**config.mk**
```make
export PLATFORM = sky130hd
export DESIGN_NAME = approx_err_sweeper
export DESIGN_NICKNAME = d
export VERILOG_FILES = /design/src/rtl/approx_sweep_pkg.sv /design/src/rtl/approx_abs_diff.sv /design/src/rtl/approx_err_sweeper.sv
export SDC_FILE = /design/constraint.sdc
export NUM_CORES = 1
export LEC_CHECK = 0
export ABC_AREA = 1
export BUFFER_PORTS_ARGS = -buffer_cell sky130_fd_sc_hd__buf_2
export CAP_MARGIN = 10
export CELL_PAD_IN_SITES_DETAIL_PLACEMENT = 2
export CELL_PAD_IN_SITES_GLOBAL_PLACEMENT = 2
export CORE_MARGIN = 5
export CORE_UTILIZATION = 33
export DETAILED_ROUTE_END_ITERATION = 8
export PLACE_DENSITY = 0.76
export SLEW_MARGIN = 10
export SYNTH_ARGS = -nofsm -noshare
export SYNTH_HDL_FRONTEND = slang
export SYNTH_SLANG_ARGS = --single-unit
export TNS_END_PERCENT = 5
```
**constraint.sdc**
```tcl
create_clock -name clk -period 3.6 [get_ports clk]
set_clock_uncertainty 0.05 [all_clocks]
set_input_delay 0.18 -clock clk [delete_from_list [all_inputs] [get_ports clk]]
set_output_delay 0.18 -clock clk [all_outputs]
set_load 0.02 [all_outputs]
```
**src/rtl/approx_sweep_pkg.sv**
```systemverilog
// approx_sweep_pkg: sweep FSM state encoding and default circuit width / error threshold
package approx_sweep_pkg;
  typedef enum logic [1:0] {IDLE, SWEEP, DRAIN, DONE} state_t;
  localparam int DEF_N_IN  = 4;
  localparam int DEF_N_OUT = 3;
  localparam int DEF_ET    = 4;
endpackage

```
**src/rtl/approx_abs_diff.sv**
```systemverilog
// approx_abs_diff: d = |a - b| for unsigned a, b (computed in N_OUT+1 bits, truncated to N_OUT)
module approx_abs_diff #(
  parameter int N_OUT = 3
) (
  input  logic [N_OUT-1:0] a,
  input  logic [N_OUT-1:0] b,
  output logic [N_OUT-1:0] d
);
  logic [N_OUT:0] diff;
  assign diff = {1'b0, a} - {1'b0, b};
  assign d = diff[N_OUT] ? N_OUT'(-diff) : diff[N_OUT-1:0];
endmodule

```
**src/rtl/approx_err_sweeper.sv**
```systemverilog
// approx_err_sweeper: sweeps vec over all inputs, accumulates |approx-exact| stats (max, sum, violations, first failing vec) and reports pass/done
module approx_err_sweeper
  import approx_sweep_pkg::*;
#(
  parameter int N_IN  = DEF_N_IN,
  parameter int N_OUT = DEF_N_OUT,
  parameter int ET    = DEF_ET
) (
  input  logic                  clk,
  input  logic                  rst,
  input  logic                  start,
  input  logic                  abort,
  output logic [N_IN-1:0]       vec,
  input  logic [N_OUT-1:0]      approx_out,
  input  logic [N_OUT-1:0]      exact_out,
  output logic                  busy,
  output logic                  done,
  output logic                  pass,
  output logic [N_OUT-1:0]      max_err,
  output logic [N_IN+N_OUT-1:0] err_sum,
  output logic [N_IN:0]         viol_cnt,
  output logic [N_IN-1:0]       fail_vec,
  output logic                  fail_valid
);
  state_t                state_q;
  logic [N_IN-1:0]       vec_q, p1_vec_q, fvec_q, fvec_d;
  logic [N_OUT-1:0]      p1_a_q, p1_e_q, max_q, max_d, d;
  logic [N_IN+N_OUT-1:0] sum_q, sum_d;
  logic [N_IN:0]         viol_q, viol_d;
  logic                  p1_v_q, busy_q, done_q, pass_q, fval_q, fval_d, acc_en, viol;
  approx_abs_diff #(.N_OUT(N_OUT)) u_diff (.a(p1_a_q), .b(p1_e_q), .d(d));
  assign acc_en = p1_v_q & ~abort;
  assign viol   = int'(d) > ET;
  always_comb begin
    max_d  = (acc_en && d > max_q) ? d : max_q;
    sum_d  = acc_en ? sum_q + (N_IN+N_OUT)'(d) : sum_q;
    viol_d = (acc_en && viol) ? viol_q + (N_IN+1)'(1) : viol_q;
    fvec_d = (acc_en && viol && !fval_q) ? p1_vec_q : fvec_q;
    fval_d = fval_q | (acc_en & viol);
  end
  always_ff @(posedge clk or posedge rst) begin
    if (rst) begin
      state_q  <= IDLE;
      vec_q    <= '0;
      p1_vec_q <= '0;
      p1_a_q   <= '0;
      p1_e_q   <= '0;
      p1_v_q   <= 1'b0;
      busy_q   <= 1'b0;
      done_q   <= 1'b0;
      pass_q   <= 1'b0;
      max_q    <= '0;
      sum_q    <= '0;
      viol_q   <= '0;
      fvec_q   <= '0;
      fval_q   <= 1'b0;
    end else begin
      p1_vec_q <= vec_q;
      p1_a_q   <= approx_out;
      p1_e_q   <= exact_out;
      p1_v_q   <= (state_q == SWEEP) && !abort;
      done_q   <= 1'b0;
      max_q    <= max_d;
      sum_q    <= sum_d;
      viol_q   <= viol_d;
      fvec_q   <= fvec_d;
      fval_q   <= fval_d;
      if (state_q == IDLE) begin
        if (start && !abort) begin
          state_q <= SWEEP;
          vec_q   <= '0;
          busy_q  <= 1'b1;
          pass_q  <= 1'b0;
          max_q   <= '0;
          sum_q   <= '0;
          viol_q  <= '0;
          fvec_q  <= '0;
          fval_q  <= 1'b0;
        end
      end else if (abort) begin
        state_q <= IDLE;
        vec_q   <= '0;
        busy_q  <= 1'b0;
        pass_q  <= 1'b0;
        fval_q  <= 1'b0;
      end else begin
        case (state_q)
          SWEEP: begin
            vec_q <= vec_q + N_IN'(1);
            if (vec_q == '1) state_q <= DRAIN;
          end
          DRAIN: begin
            state_q <= DONE;
            busy_q  <= 1'b0;
            done_q  <= 1'b1;
            pass_q  <= int'(max_d) <= ET;
          end
          default: state_q <= IDLE;
        endcase
      end
    end
  end
  assign vec        = vec_q;
  assign busy       = busy_q;
  assign done       = done_q;
  assign pass       = pass_q;
  assign max_err    = max_q;
  assign err_sum    = sum_q;
  assign viol_cnt   = viol_q;
  assign fail_vec   = fvec_q;
  assign fail_valid = fval_q;
endmodule

```
; ---- Yosys cells after proc, flatten, opt, wreduce, memory -nomap -nowiden
; Cells that the tools add are included.
[totals]
regBits = 40
elab_cells = 80
out_inout_bits = 27
inputBits = 10
[classes]
n_eq_ne = 5
bitwise_logic = 4
order_cmp = 3
mux = 36
n_reduce_logical = 13
n_addsub = 5
[ops]
columns = operator, count
row1 = $mux 4, 7
row2 = $mux 7, 3
row3 = $mux 5, 3
row4 = $mux 1, 14
row5 = $mux 3, 4
row6 = $mux 2, 4
row7 = $add 7x3->7, 1
row8 = $reduce_and 2->1, 3
row9 = $reduce_bool 3->1, 2
row10 = $add 5x1->5 const B, 1
row11 = $logic_and 1x1->1, 5
row12 = $add 4x1->4 const B, 1
row13 = $eq 4x4->1 const B, 1
row14 = $ne 4x2->1 const B, 1
row15 = $pmux 2 s2, 1
row16 = $sub 3x3->4, 1
row17 = $gt 3x3->1, 1
row18 = $gt 3x3->1 const B, 1
row19 = $le 3x3->1 const B, 1
row20 = $neg 3->3, 1
row21 = $and 1x1->1, 2
row22 = $eq 2x1->1 const B, 1
row23 = $eq 2x2->1 const B, 1
row24 = $logic_not 1->1, 2
row25 = 4 further kinds, 4

; ---- Longest topological paths before layout
; Gate-level depths: netlist (run 1).
[depth]
ltp_word = 10
mapped_depth = 23
mapped_depth_nobuf = 23

; ---- Modules after synthesis
; A second synthesis (run 1) with hierarchy kept.
[hier_totals]
hier_cells = 247
area_unflattened_um2 = 2059.5
[modules_own_cells]
columns = mod, seq_area_each_um2, area_per_inst_um2, instances, cells_per_inst
row1 = approx_err_sweeper, 1001.0, 1875.5, 1, 215
row2 = approx_abs_diff, 0.0, 183.9, 1, 32

; ---- Worst setup path after synthesis (run 1)
; No wires, ideal clock.
[synth_timing]
path_type = reg2reg
start = reg p1_a_q[0]
end = reg sum_q[6], in the netlist err_sum[6]
setup_time_ps = 135
synth_period_minus_slack_ps = 2929
slack_ps = 671
path_stages_with_launch = 17
t_arrival_ps = 2744
n_path_buf = 0
required_time_ps = 3415
cell_sequence = dfrtp_1 -> inv_1 -> ha_1 -> inv_1 -> fa_1 -> inv_1 -> ha_1 -> nand3_1 -> nand2_2 -> inv_1 -> fa_1 -> or2_2 -> nand2_1 -> and3_1 -> nand2_1 -> xor2_1 -> nor2_1
[synth_between]
elab_chain_cells = 7
[synth_lines]
columns = item, line
row1 = start: declaration, approx_err_sweeper.sv:27  ; logic [N_OUT-1:0] p1_a_q, p1_e_q, max_q, max_d, d;
row2 = start signal: assignment, approx_err_sweeper.sv:59  ; p1_a_q <= approx_out;
row3 = $sub 3x3->4 *, approx_abs_diff.sv:10  ; assign diff = {1'b0, a} - {1'b0, b};
row4 = $neg 3->3, approx_abs_diff.sv:11  ; assign d = diff[N_OUT] ? N_OUT'(-diff) : diff[N_OUT-1:0];
row5 = $mux 3 *, approx_abs_diff.sv:11
row6 = $add 7x3->7 *, approx_err_sweeper.sv:36  ; sum_d = acc_en ? sum_q + (N_IN+N_OUT)'(d) : sum_q;
row7 = $mux 7 *, approx_err_sweeper.sv:36
row8 = $mux 7, approx_err_sweeper.sv:69  ; if (start && !abort) begin
row9 = $mux 7 *, approx_err_sweeper.sv:68  ; if (state_q == IDLE) begin
row10 = end signal: assignment, approx_err_sweeper.sv:64  ; sum_q <= sum_d;
row11 = end: declaration, approx_err_sweeper.sv:28  ; logic [N_IN+N_OUT-1:0] sum_q, sum_d;
; Mark *: on every way between the ends. The rest lies on a longest branch, timed or not.
; A chain may end at the register's enable or synchronous reset.

; ---- Worst setup path after layout (run 1)
; Same ends and word-level chain as after synthesis.

==> results.cfg, run 1 <==
[global_routing]
grt_overflow = 0
grt_pass1_vias = 1968
grt_max_degree = 41
antenna_found_initial = 0
track_usage_pct = 16.0
grt_pass1_wl_um = 9520

[status]
status = finished clean

[finish]
syn_to_final_growth_pct = 21.0
stdcell_count = 360
mostFrequentLayoutCells = 48 x nand2_1, 40 x dfrtp_1, 36 x buf_2
final_common_cell = nand2_1
diodes = 0
final_nets = 311
post_route_cells_drive_above_1_share_pct = 18.2

[critical_path]
cp_max_fo = 5
endpoint_kind = register
cp.required_ps = 3720
arrival_ps = 3310
critical_path_class = register to register
cp-start-kind = register

[routing]
vias = 1754
drtIter0Drc = 36
ant_nets = 0
firstDrtPassIters = 4
drc = 0
routedWlPerCell_um = 15.3
via_per_inst = 4.87
drt-total-wl_um = 5500

[clock_network]
htree_levels = 2
tritoncts = yes
clock_sinks = 40
clk_path_buf_depth = 2
insertion_delay_ps = 300
clk_pin_slew_worst_paths_ps = 80
postCtsSetupRepairBufs = 0
root_buffer = clkbuf_8
tritoncts.num_buffers = 5

[logic_synthesis]
syn-instance-count = 235
ys_warn_count = 0
ys_types = 26
yosysSeqAreaShare_pct = 49.5
yosysTopAreaCell = dfrtp_1
syn_area_um2 = 2020
synth_top_area_share_pct = 49.5
synth.avg_cell_area_um2 = 8.60
yosys_register_bits = 40
synthTopCellsByArea = dfrtp_1 50%, ha_1 9.3%, nand2_1 8.9%
syn_nets = 262

[floorplanning]
io_pins = 37
initial_core_util_pct = 33.9
core-area_um2 = 5960
die_x_um = 88.3
die-area_um2 = 7790
row_count = 28
die_y_um = 88.3

[sta]
rsz0062_at_grt = false
finalCriticalPeriod_ps = 3190
tightestPinTransition_ps = 611
setup_viol = 0
hold_viol = 0
tns_ps = 0
slew_headroom_pct = 59.1
final-max-slew-violation-count = 0
max_freq_mhz = 313
fin_crit_sh_pct = 88.7

[hold_path]
hp-class = input pin to register

[power]
leakage_nw = 1.35
power_mw = 1.75
vdd_drop_max_mv = 0.226
power_density_nw_per_um2 = 714

[job]
drv_cap = 0

[placed_design]
gp_congestion = 0.758
dp.cells = 345
port_buffers = 36
dpl.hpwl_um = 4010
==> per-stage QoR <==
step,utilization [%],area (um^2),worst slack (ps),hold WS (ps)
after floorplan,-,2020,671,161
after global placement,38.4,2290,470,243
after detailed placement,38.4,2290,370,244
after CTS,41.1,2440,309,62.1
after global routing,41.1,2450,63.6,69.5
final,41.1,2450,407,69.5
==> layer usage <==
| layer | up-vias | wire length, um | track usage [%] |
|---|---|---|---|
| met3 | 5 | 181 | 4.00 |
| met5 | - | 0 | 0 |
| met2 | 23 | 2860 | 28.4 |
| li1 | 842 | - | - |
| met1 | 884 | 2390 | 19.2 |
| met4 | 0 | 70 | 4.53 |
==> cells by family after synthesis <==
family                     after synthesis  synth area share [%]
adders and majority gates               17                  11.3
AOI/OAI and AO/OA                       29                  7.49
and+or+nand+nor                        106                  22.3
buffers and inverters                   39                  7.67
xor gates and xnor gates                 4                  1.73
DFF                                     40                  49.5
==> flip-flops by register name, indices dropped and copies added (netlist names), 2 cells and up <==
register / count
p1_e_q: 3
vec: 4
max_err: 3
state_q: 2
viol_cnt: 5
fail_vec: 4
p1_a_q: 3
err_sum: 7
p1_vec_q: 4
==> cell usage after synthesis <==
library cell / count
nor3_1: 3
or2_2: 1
nor2_2: 1
nand3_1: 18
nor2_1: 28
xnor2_1: 1
buf_2: 1
inv_2: 2
ha_1: 15
a31oi_1: 2
nand4_1: 1
fa_1: 2
clkinv_1: 1
inv_1: 34
o21ai_1: 1
nand2_2: 1
nand2_1: 48
o21ai_0: 7
and2_1: 1
o41ai_1: 1
dfrtp_1: 40
a21oi_1: 18
xor2_1: 3
and3_1: 3
nor2_4: 1
buf_6: 1
==> report_power, final <==
group | total (mW) | internal (mW) | switching, mW
logic | 0.771 | 0.263 | 0.508
registers | 0.673 | 0.574 | 0.0993
clock network | 0.303 | 0.135 | 0.167
total | 1.75 | 0.972 | 0.775
==> critical path: stages (launching register included) <==
cell     delay [ps]
dfrtp_1         360
inv_1            60
ha_1            130
inv_1            50
fa_1            510
inv_1            60
ha_1            280
nand3_1          90
nand2_2         170
inv_1            80
fa_1            400
or2_2           320
nand2_1          80
and3_1          170
nand2_1          70
xor2_1          130
nor2_1           50
==> final cells by class <==
class                           instances  area [um^2]
Inverter                               37          139
Clock buffer                            5         68.8
Fill cell                             707         3510
Sequential cell                        40         1000
Clock inverter                          3         18.8
Multi-Input combinational cell        156          868
Tap cell                               75         93.8
Timing Repair Buffer                   44          258
==> worst paths after layout <==
check	cells after the start	end	start	slack [ps]
worst max-delay path	16	err_sum[6]	p1_a_q[0]	410
worst min-delay path	2	p1_v_q	abort	70
worst max register to register	16	err_sum[6]	p1_a_q[0]	410
worst min register to register	0	p1_vec_q[3]	vec[3]	430
max in group asynchronous	4	max_err[2]	rst	2620
min in group asynchronous	4	p1_a_q[2]	rst	510
==> repair_timing <==
action / 4_1_cts / 5_1_grt
endpoints found under the setup margin: 0 / 1
resized for setup: 0 / 2
hold buffers: 7 / 0
hold endpoints to repair: 46 / 0
(Power assumes the default switching activity.)
==> run 2, diff against run 1 <==
--- a/config.mk
+++ b/config.mk
@@ -10,7 +10,7 @@
 export CAP_MARGIN = 10
 export CELL_PAD_IN_SITES_DETAIL_PLACEMENT = 2
 export CELL_PAD_IN_SITES_GLOBAL_PLACEMENT = 2
-export CORE_MARGIN = 5
+export CORE_MARGIN = 1.5
 export CORE_UTILIZATION = 33
 export DETAILED_ROUTE_END_ITERATION = 8
 export PLACE_DENSITY = 0.76
==> run 2 against run 1 <==
Via count fell by 2.5%. Die area down 15%. Global-route usage rose by 0.83 points. Combinational power is 2% lower. Critical path type unchanged. Critical path depth did not move. Clock power down 3%. Cell count decreased by 0.28%. First-iteration DRC count increased by 8.3%. Worst hold slack improved by 5.6 ps. Fmax is 0.72% higher. Wire length down 7.9%. Design area shrank 0.36%.
==> results.cfg, run 2 (synthesis results as in run 1) <==
[routing]
drtIter0Drc = 39
via_per_inst = 4.77
ant_nets = 0
drc = 0
firstDrtPassIters = 4
routedWlPerCell_um = 14.1
vias = 1711
drt-total-wl_um = 5060

[clock_network]
tritoncts.num_buffers = 5
tritoncts = yes
clk_pin_slew_worst_paths_ps = 80
clk_path_buf_depth = 2
cts_resized = 0
insertion_delay_ps = 290
clock_sinks = 40
postCtsSetupRepairBufs = 0
root_buffer = clkbuf_8
htree_levels = 2

[power]
p_switching_mw = 0.757
power_density_nw_per_um2 = 707
leakage_nw = 1.34
p_int_mw = 0.967
pwr-share-comb_pct = 44.0
seqPwrFrac_pct = 38.9
vdd_drop_max_mv = 0.333
clkPwrFrac_pct = 17.1
switching_share_pct = 43.9

[critical_path]
cp_max_fo = 5
critical_path_class = register to register
cp-start-kind = register
endpoint_kind = register
arrival_ps = 3280
max_stage_delay_ps = 510
worst_path_most_repeated_cell = inv_1
cp.required_ps = 3710
slowest_stage = fa_1
path_cells = inv_1 -> ha_1 -> inv_1 -> fa_1 -> inv_1 -> ha_1 -> nand3_1 -> nand2_2 -> inv_1 -> fa_1 -> or2_2 -> nand2_1 -> and3_1 -> nand2_1 -> xor2_1 -> nor2_1

[finish]
diodes = 0
post_route_cells_drive_above_1_share_pct = 17.6
ff_latch_area_um2 = 1000
stdcell_count = 359
multi_input_area_um2 = 866
final_area_um2 = 2440
final_common_cell = nand2_1
fillers = 702
syn_to_final_growth_pct = 20.6
largest_register_ff_count = 7
final_nets = 311
mostFrequentLayoutCells = 48 x nand2_1, 40 x dfrtp_1, 36 x buf_2

[floorplanning]
initial_core_util_pct = 34.2
die_y_um = 81.3
die_x_um = 81.3
io_pins = 37
die-area_um2 = 6610
core-area_um2 = 5920
row_count = 28

[sta]
tightestPinTransition_ps = 552
finalCriticalPeriod_ps = 3170
hold_viol = 0
slew_headroom_pct = 63.1
rsz0062_at_grt = false
hold_ws_ps = 75.1
tns_ps = 0
setup_viol = 0
final-max-slew-violation-count = 0
max_freq_mhz = 315
fin_crit_sh_pct = 88.0

[global_routing]
track_usage_pct = 16.8
grt_pass1_vias = 1783
grt_max_degree = 30
grt_pass1_wl_um = 8370
grt_overflow = 0
antenna_found_initial = 0

[status]
status = finished clean

[placed_design]
gp_congestion = 0.800
port_buffers = 36
placed_area_um2 = 2290
dpl.hpwl_um = 3900
dp.cells = 345

[job]
drv_cap = 0

[hold_path]
hp-class = input pin to register
## run 2: worst paths after layout
path / to / slack [ps] / cells after the start / start
max: err_sum[6] / 430 / 16 / p1_a_q[0]
min: p1_v_q / 80 / 2 / abort
max reg2reg: err_sum[6] / 430 / 16 / p1_a_q[0]
min reg2reg: p1_vec_q[3] / 420 / 0 / vec[3]
max in group asynchronous: fail_vec[1] / 2280 / 4 / rst
min in group asynchronous: p1_e_q[1] / 420 / 3 / rst
## run 2: repair_timing
item | CTS | global route
hold buffers | 7 | 0
setup endpoints to repair | 0 | 0
endpoints found under the hold margin | 17 | 0
## run 2: per-stage QoR
stage | power [mW] | util (%) | setup slack (ps)
after floorplan | 1.19 | - | 671
after global placement | 1.42 | 38.6 | 476
after detailed placement | 1.45 | 38.6 | 445
after CTS | 1.76 | 41.2 | 418
after global routing | 1.88 | 41.2 | 107
final | 1.72 | 41.2 | 430
## run 2: routing by layer
| layer | vias to the layer above | part of all wire (%) | track usage (%) |
|---|---|---|---|
| li1 | 840 | - | - |
| met3 | 6 | 2.9 | 3.71 |
| met4 | 0 | 1.2 | 4.66 |
| met1 | 842 | 47 | 21.6 |
| met5 | - | 0 | 0 |
| met2 | 23 | 49 | 28.3 |
## run 2: power groups by stage
stage	clock [mW]	combinational (mW)	sequential, mW
2_1_floorplan	0	0.417	0.777
3_3_place_gp	0	0.743	0.681
3_5_place_dp	0	0.766	0.685
4_1_cts	0.302	0.778	0.676
5_1_grt	0.320	0.870	0.694
6_report	0.294	0.758	0.671
## run 2: area by class of cell
| cell class | count | area share, % |
|---|---|---|
| Sequential cell | 40 | 41.0 |
| Multi-Input combinational cell | 156 | 35.5 |
| Timing Repair Buffer | 44 | 10.6 |
| Inverter | 37 | 5.70 |
| Tap cell | 75 | 3.85 |
| Clock buffer | 5 | 2.82 |
| Clock inverter | 2 | 0.513 |
## run 2: critical path: cells and delay by family (launching register included)
| kind | cells | cell delay (ps) |
|---|---|---|
| xor+xnor | 1 | 140 |
| buf+inv | 4 | 240 |
| fa+ha+maj | 4 | 1320 |
| flops | 1 | 360 |
| simple gates | 7 | 930 |
